$ cat src/rtl/mul_seq_pkg.sv
// -----------------------------------------------------------------------------
// mul_seq_pkg
// Shared definitions for the sequential multiply controller:
//   - default datapath / iteration counter widths
//   - controller state encoding
//   - operation codes understood by the shared ALU
//   - direction codes understood by the shared barrel Shifter
//   - helper that selects the partial product term for one iteration
// -----------------------------------------------------------------------------
package mul_seq_pkg;

  localparam int DATA_W_DEF = 32;
  localparam int CNT_W_DEF  = 5;

  typedef enum logic [2:0] {
    IDLE,
    ADD,
    SHL,
    SHR,
    DONE
  } state_t;

  localparam logic [1:0] OP_AND = 2'b00;
  localparam logic [1:0] OP_OR  = 2'b01;
  localparam logic [1:0] OP_ADD = 2'b10;
  localparam logic [1:0] OP_SLT = 2'b11;

  localparam logic SFT_LEFT  = 1'b1;
  localparam logic SFT_RIGHT = 1'b0;

  // The multiplicand is added into the accumulator only when the current
  // multiplier LSB is set; otherwise the ALU adds zero.
  function automatic logic [DATA_W_DEF-1:0] partial_term(
    input logic                  mult_bit,
    input logic [DATA_W_DEF-1:0] multiplicand
  );
    return mult_bit ? multiplicand : '0;
  endfunction

endpackage

$ cat src/rtl/mul_seq_ctrl.sv
// -----------------------------------------------------------------------------
// mul_seq_ctrl
// Multi-cycle 32x32 unsigned multiplier (low 32 bits kept) built by
// sequencing an external shared ALU and barrel Shifter with the classic
// shift-and-add algorithm: per iteration ADD (P += Q[0] ? M : 0), SHL
// (M <<= 1), SHR (Q >>= 1).
//
// Build option:
//   MUL_SEQ_EARLY_TERM_EN - when defined, the job finishes as soon as the
//                           shifted multiplier becomes zero instead of
//                           always running all 32 iterations.
//
// Ports:
//   clk, rst                 clock, synchronous active-high reset
//   start_valid/start_ready  request handshake (ready only in IDLE)
//   in_a, in_b               multiplicand / multiplier, captured on handshake
//   out_valid/out_ready      response handshake (valid only in DONE)
//   product                  low 32 bits of in_a*in_b, 0 when not valid
//   alu_*                    drive / result of the shared ALU
//   sft_*                    drive / result of the shared Shifter
// -----------------------------------------------------------------------------
module mul_seq_ctrl
  import mul_seq_pkg::*;
#(
  parameter int DATA_W = DATA_W_DEF,
  parameter int CNT_W  = CNT_W_DEF
) (
  input  logic              clk,
  input  logic              rst,

  input  logic              start_valid,
  output logic              start_ready,
  input  logic [DATA_W-1:0] in_a,
  input  logic [DATA_W-1:0] in_b,

  output logic              out_valid,
  input  logic              out_ready,
  output logic [DATA_W-1:0] product,

  output logic [DATA_W-1:0] alu_src1,
  output logic [DATA_W-1:0] alu_src2,
  output logic              alu_invert_a,
  output logic              alu_invert_b,
  output logic [1:0]        alu_operation,
  input  logic [DATA_W-1:0] alu_result,

  output logic              sft_left_right,
  output logic [CNT_W-1:0]  sft_shamt,
  output logic [DATA_W-1:0] sft_src,
  input  logic [DATA_W-1:0] sft_result
);

  state_t            state;
  logic [DATA_W-1:0] p_reg;
  logic [DATA_W-1:0] m_reg;
  logic [DATA_W-1:0] q_reg;
  logic [CNT_W-1:0]  cnt;
  logic              last_iter;

  // The ALU is only ever used for plain addition.
  assign alu_invert_a = 1'b0;
  assign alu_invert_b = 1'b0;

  // Decide in SHR whether this iteration is the final one. The normal build
  // always runs the full count; the early-termination build also stops once
  // no set multiplier bits remain, since further ADDs would only add zero.
  always_comb begin
    last_iter = (cnt == CNT_W'(DATA_W - 1));
`ifdef MUL_SEQ_EARLY_TERM_EN
    if (sft_result == '0) begin
      last_iter = 1'b1;
    end
`else
    last_iter = last_iter;
`endif
  end

  // Single FSM block. All ALU/Shifter drives are registered: they are loaded
  // on the edge that enters the state using them, and cleared on every other
  // edge so they read zero outside their active state. Values loaded on entry
  // use the register contents as they will be after that same edge (e.g. the
  // freshly shifted Q coming back from the Shifter when SHR loops to ADD).
  always_ff @(posedge clk) begin
    if (rst) begin
      state          <= IDLE;
      p_reg          <= '0;
      m_reg          <= '0;
      q_reg          <= '0;
      cnt            <= '0;
      start_ready    <= 1'b1;
      out_valid      <= 1'b0;
      product        <= '0;
      alu_src1       <= '0;
      alu_src2       <= '0;
      alu_operation  <= OP_AND;
      sft_src        <= '0;
      sft_left_right <= SFT_RIGHT;
      sft_shamt      <= '0;
    end else begin
      alu_src1       <= '0;
      alu_src2       <= '0;
      alu_operation  <= OP_AND;
      sft_src        <= '0;
      sft_left_right <= SFT_RIGHT;
      sft_shamt      <= '0;

      case (state)
        IDLE: begin
          if (start_valid && start_ready) begin
            m_reg         <= in_a;
            q_reg         <= in_b;
            p_reg         <= '0;
            cnt           <= '0;
            start_ready   <= 1'b0;
            state         <= ADD;
            alu_src1      <= '0;
            alu_src2      <= partial_term(in_b[0], in_a);
            alu_operation <= OP_ADD;
          end
        end

        ADD: begin
          p_reg          <= alu_result;
          state          <= SHL;
          sft_src        <= m_reg;
          sft_left_right <= SFT_LEFT;
          sft_shamt      <= CNT_W'(1);
        end

        SHL: begin
          m_reg          <= sft_result;
          state          <= SHR;
          sft_src        <= q_reg;
          sft_left_right <= SFT_RIGHT;
          sft_shamt      <= CNT_W'(1);
        end

        SHR: begin
          q_reg <= sft_result;
          cnt   <= cnt + CNT_W'(1);
          if (last_iter) begin
            state     <= DONE;
            out_valid <= 1'b1;
            product   <= p_reg;
          end else begin
            state         <= ADD;
            alu_src1      <= p_reg;
            alu_src2      <= partial_term(sft_result[0], m_reg);
            alu_operation <= OP_ADD;
          end
        end

        DONE: begin
          // A start request in this cycle is deliberately not taken:
          // start_ready only rises once IDLE has been re-entered.
          if (out_valid && out_ready) begin
            state       <= IDLE;
            out_valid   <= 1'b0;
            product     <= '0;
            start_ready <= 1'b1;
          end
        end

        default: begin
          state       <= IDLE;
          out_valid   <= 1'b0;
          product     <= '0;
          start_ready <= 1'b1;
        end
      endcase
    end
  end

endmodule
$ cat config.mk
export PLATFORM = sky130hd
export DESIGN_NAME = mul_seq_ctrl
export DESIGN_NICKNAME = d
export VERILOG_FILES = /design/src/rtl/mul_seq_pkg.sv /design/src/rtl/mul_seq_ctrl.sv
export SDC_FILE = /design/constraint.sdc
export NUM_CORES = 1
export LEC_CHECK = 0
export BUFFER_PORTS_ARGS = -buffer_cell sky130_fd_sc_hd__buf_2
export CELL_PAD_IN_SITES_DETAIL_PLACEMENT = 1
export CELL_PAD_IN_SITES_GLOBAL_PLACEMENT = 1
export CORE_ASPECT_RATIO = 1.1
export CORE_UTILIZATION = 38
export DETAILED_ROUTE_END_ITERATION = 10
export PLACE_DENSITY_LB_ADDON = 0.1
export SLEW_MARGIN = 0
export SYNTH_ARGS = -nofsm -noshare
export SYNTH_HDL_FRONTEND = slang
export SYNTH_SLANG_ARGS = --single-unit
$ cat constraint.sdc
create_clock -name clk -period 2.4 [get_ports clk]
set_input_delay 0.24 -clock clk [delete_from_list [all_inputs] [get_ports clk]]
set_output_delay 0.24 -clock clk [all_outputs]
set_load 0.03 [all_outputs]
==> summary.txt <==
result of the run: completed
cell area after placement: 10600 sq um
syn_area_per_cell: 9.71 sq um
core outline area: 22900 sq um
Final Instance Area: 12200 sq um
sequential-to-total area share from yosys stat: 0.531
clock-pin transition on the worst setup and hold timing paths: 0.06 ns
crit path time final: 2.07 ns
starting DRC count in detailed routing: 446
post-route ant nets: 0
TritonCTS clock tree: done
clock latency of the later-clocked register in the worst-skew pair: 0.53 ns
via count of the first global-routing pass: 8584
kind of capture point of the worst setup path: flop
RSZ-0062 raised after global routing: no
share of final-layout standard cells stronger than drive strength 1: 0.282
maximum vdd ir drop: 0.537 mV
critical register-to-register path endpoint: alu_src2[22]$_SDFF_PP0_
worst min path class: input pin to flop
leakage power: 0.00523 uW
primary flip-flop cell chosen by synthesis mapping: sky130_fd_sc_hd__dfxtp_1
internal power: 7800 uW
met2 Track Usage GR: 0.422
setup clock skew after layout: 0.0119 ns
Std-Cell Rows: 58
reg2reg path depth: 7
worst slew margin relative to its limit: 0.467
Most Crowded Layer GR: met2
Fmax: 483 MHz
Die Area: 24100 sq um
y dimension of the die: 163 microns
level count of the clock H-tree: 1
# clock sinks: 237
initial antenna violation count: 3
number of buffers on the longest clock path: 3
area share of the largest cell type after synthesis: 0.531
DRC violations left: 0
cell at the root of the clock tree: sky130_fd_sc_hd__clkbuf_16
WHS: 0.0163 ns
launch instance of the worst register-to-register path: cnt[0]$_SDFFE_PP0P_
post-synth design cell area: 8930 sq um
Warnings, synthesis: 0
maxcap violations: 0
number of clock buffers inserted by TritonCTS: 26
Synth area leader: sky130_fd_sc_hd__dfxtp_1
count of mapped cells out of synthesis: 920
worst-case hold path end point: m_reg[18]$_SDFFE_PP0P_
crit path DAT: 2.52 ns
synthesis-stage register bit count: 237
first-pass GRT wire length: 47600 microns
average via count per standard cell: 5.52
Buffers on Ports: 264
async set-reset flop share out of synthesis: 0
Starting Density: 0.389
final weighted congestion in routability-driven placement: 0.786
Overflow after GRT: 0
power density normalized to cell area: 970 nW/um^2
power share of the sequential group: 0.417
hold-critical path depth: 3
Total Wirelength: 31400 microns
switching power total: 4010 uW
setup slack, reg-to-reg: 0.33 ns
M3 GR Usage: 0.0392
Total Neg Setup Slack: 0 ns
Overall Global Routing Usage: 0.250
final number of hold-violating endpoints: 0
final net count: 1365
number of setup violations in the final report: 0
Critical Path Start Type: flop
layout overhead on the synthesized area: 36.4%
number of distinct library cells after synthesis: 46
postcts setup bufs: 0
portion of the clock cycle consumed by the worst path in the final layout: 0.863
placed wire-length estimate after detailed placement: 19500 microns
largest fanout on the critical path: 17
wire per inst: 20.3 microns
source of the critical timing path: cnt[0]$_SDFFE_PP0P_
Final Core Density: 0.531
fraction of power consumed by the clock network: 0.318
number of vias in the routed layout: 8540
count of final max-slew check failures: 0
largest net degree at the start of global routing: 64
horizontal extent of the die: 148 microns
min-delay src: sft_result[18]
Ports: 272
top post-synthesis cells by area: sky130_fd_sc_hd__dfxtp_1 53%, sky130_fd_sc_hd__a22o_1 6.3%, sky130_fd_sc_hd__a21oi_1 3.9%
number of enable-type register cells in the synthesized netlist: 0
combinational cell fraction of total power: 0.265
count of TritonRoute iterations in the first routing pass: 4
CP required: 2.84 ns
Switching Share: 0.339
met1 global-route usage: 0.324
Setup Crit Path Kind: flop to flop
Worst-Margin Slew: 0.800 ns
-- power by group through the flow --
| stage | sequential, uW | combinational, uW | clock [uW] |
|---|---|---|---|
| floorplan | 5170 | 1690 | 0 |
| global placement | 4980 | 2950 | 0 |
| detailed placement | 4990 | 3010 | 0 |
| CTS | 4920 | 3120 | 3840 |
| global route | 4980 | 3360 | 4000 |
| finish | 4920 | 3140 | 3760 |
-- Yosys cell counts, drive strengths merged (5+ instances only) --
cell type,count
nand3,66
a32oi,31
and3,33
a311oi,34
dfxtp,237
inv,35
o21ai,35
a21oi,71
nand2b,5
a22o,64
nor2,38
a221oi,31
mux2i,31
buf,58
clkbuf,45
nand2,71
-- final cells by class --
type,instances,area [sq um]
diodes,3,7.51
clock buffers,39,769
clock inverters,3,26.3
fillers,2669,10800
inverters,35,131
multi-input cells,551,3630
flip-flops and latches,237,4740
well taps,300,375
repair buffers,380,2500
-- critical path, stage by stage, from the launching register on --
cell and delay, ns:
sky130_fd_sc_hd__dfxtp_1 0.35, sky130_fd_sc_hd__ha_1 0.23, sky130_fd_sc_hd__and3_1 0.19, sky130_fd_sc_hd__ha_1 0.28
sky130_fd_sc_hd__nor4bb_4 0.30, sky130_fd_sc_hd__buf_4 0.31, sky130_fd_sc_hd__nand3_1 0.13, sky130_fd_sc_hd__a21oi_1 0.20
-- kinds of logic after synthesis --
family / after synthesis / synth area share
compound gates: 278 / 0.228
flops: 237 / 0.531
simple gates: 232 / 0.129
buf+inv: 138 / 0.0729
mux: 31 / 0.0347
fa+ha+maj: 2 / 0.00280
other cells: 1 / 0.000420
xor+xnor: 1 / 0.000981
-- layout by cell type (no fill, tap or decap), types with 3 or more instances in the layout --
master	Yosys	routed
sky130_fd_sc_hd__dlygate4sd3_1	0	81
sky130_fd_sc_hd__a32oi_1	31	31
sky130_fd_sc_hd__a221oi_1	31	31
sky130_fd_sc_hd__nand2b_1	5	5
sky130_fd_sc_hd__a311oi_1	34	34
sky130_fd_sc_hd__nand2_1	71	71
sky130_fd_sc_hd__diode_2	0	3
sky130_fd_sc_hd__clkbuf_1	45	6
sky130_fd_sc_hd__a21oi_1	70	69
sky130_fd_sc_hd__o21ai_0	35	34
sky130_fd_sc_hd__clkbuf_8	0	7
sky130_fd_sc_hd__buf_4	19	28
sky130_fd_sc_hd__a22o_1	64	64
sky130_fd_sc_hd__mux2i_1	31	31
sky130_fd_sc_hd__buf_12	0	8
sky130_fd_sc_hd__nor2_1	37	36
sky130_fd_sc_hd__buf_2	31	263
sky130_fd_sc_hd__and3_1	33	33
sky130_fd_sc_hd__clkbuf_16	0	26
sky130_fd_sc_hd__conb_1	1	7
sky130_fd_sc_hd__inv_1	35	35
sky130_fd_sc_hd__nand3_1	66	66
sky130_fd_sc_hd__nor3_1	3	3
sky130_fd_sc_hd__nor3b_4	1	3
sky130_fd_sc_hd__a21o_1	3	3
sky130_fd_sc_hd__dfxtp_1	237	237
-- per-stage QoR --
stage,total power (uW),setup WS (ns),instances
floorplan,6860,0.593,926
global placement,7930,0.443,1422
detailed placement,8000,0.349,1422
CTS,11900,0.324,1544
global route,12300,0.197,1547
finish,11800,0.328,1548
-- how the worst max path moves through the flow --
stage | end | slack [ns] | cells after the start
floorplan | product[18]$_SDFFE_PP0P_ | 0.59 | 8
global placement | alu_src2[16]$_SDFF_PP0_ | 0.44 | 7
detailed placement | alu_src2[22]$_SDFF_PP0_ | 0.35 | 7
CTS | alu_src2[22]$_SDFF_PP0_ | 0.32 | 7
global route | alu_src2[8]$_SDFF_PP0_ | 0.20 | 7
finish | alu_src2[22]$_SDFF_PP0_ | 0.33 | 7
-- what timing repair did --
item                                    CTS  global route
hold buffers                             80             1
endpoints found under the setup margin    0             0
hold endpoints to repair                 88             1
gates resized for setup                   0             0
-- routing by layer --
layer / wire length, microns / share of wire
met1: 13700 / 0.43
met2: 15300 / 0.49
met3: 1780 / 0.057
met4: 668 / 0.021
met5: 0 / 0
Power figures use the tool's default switching activity.
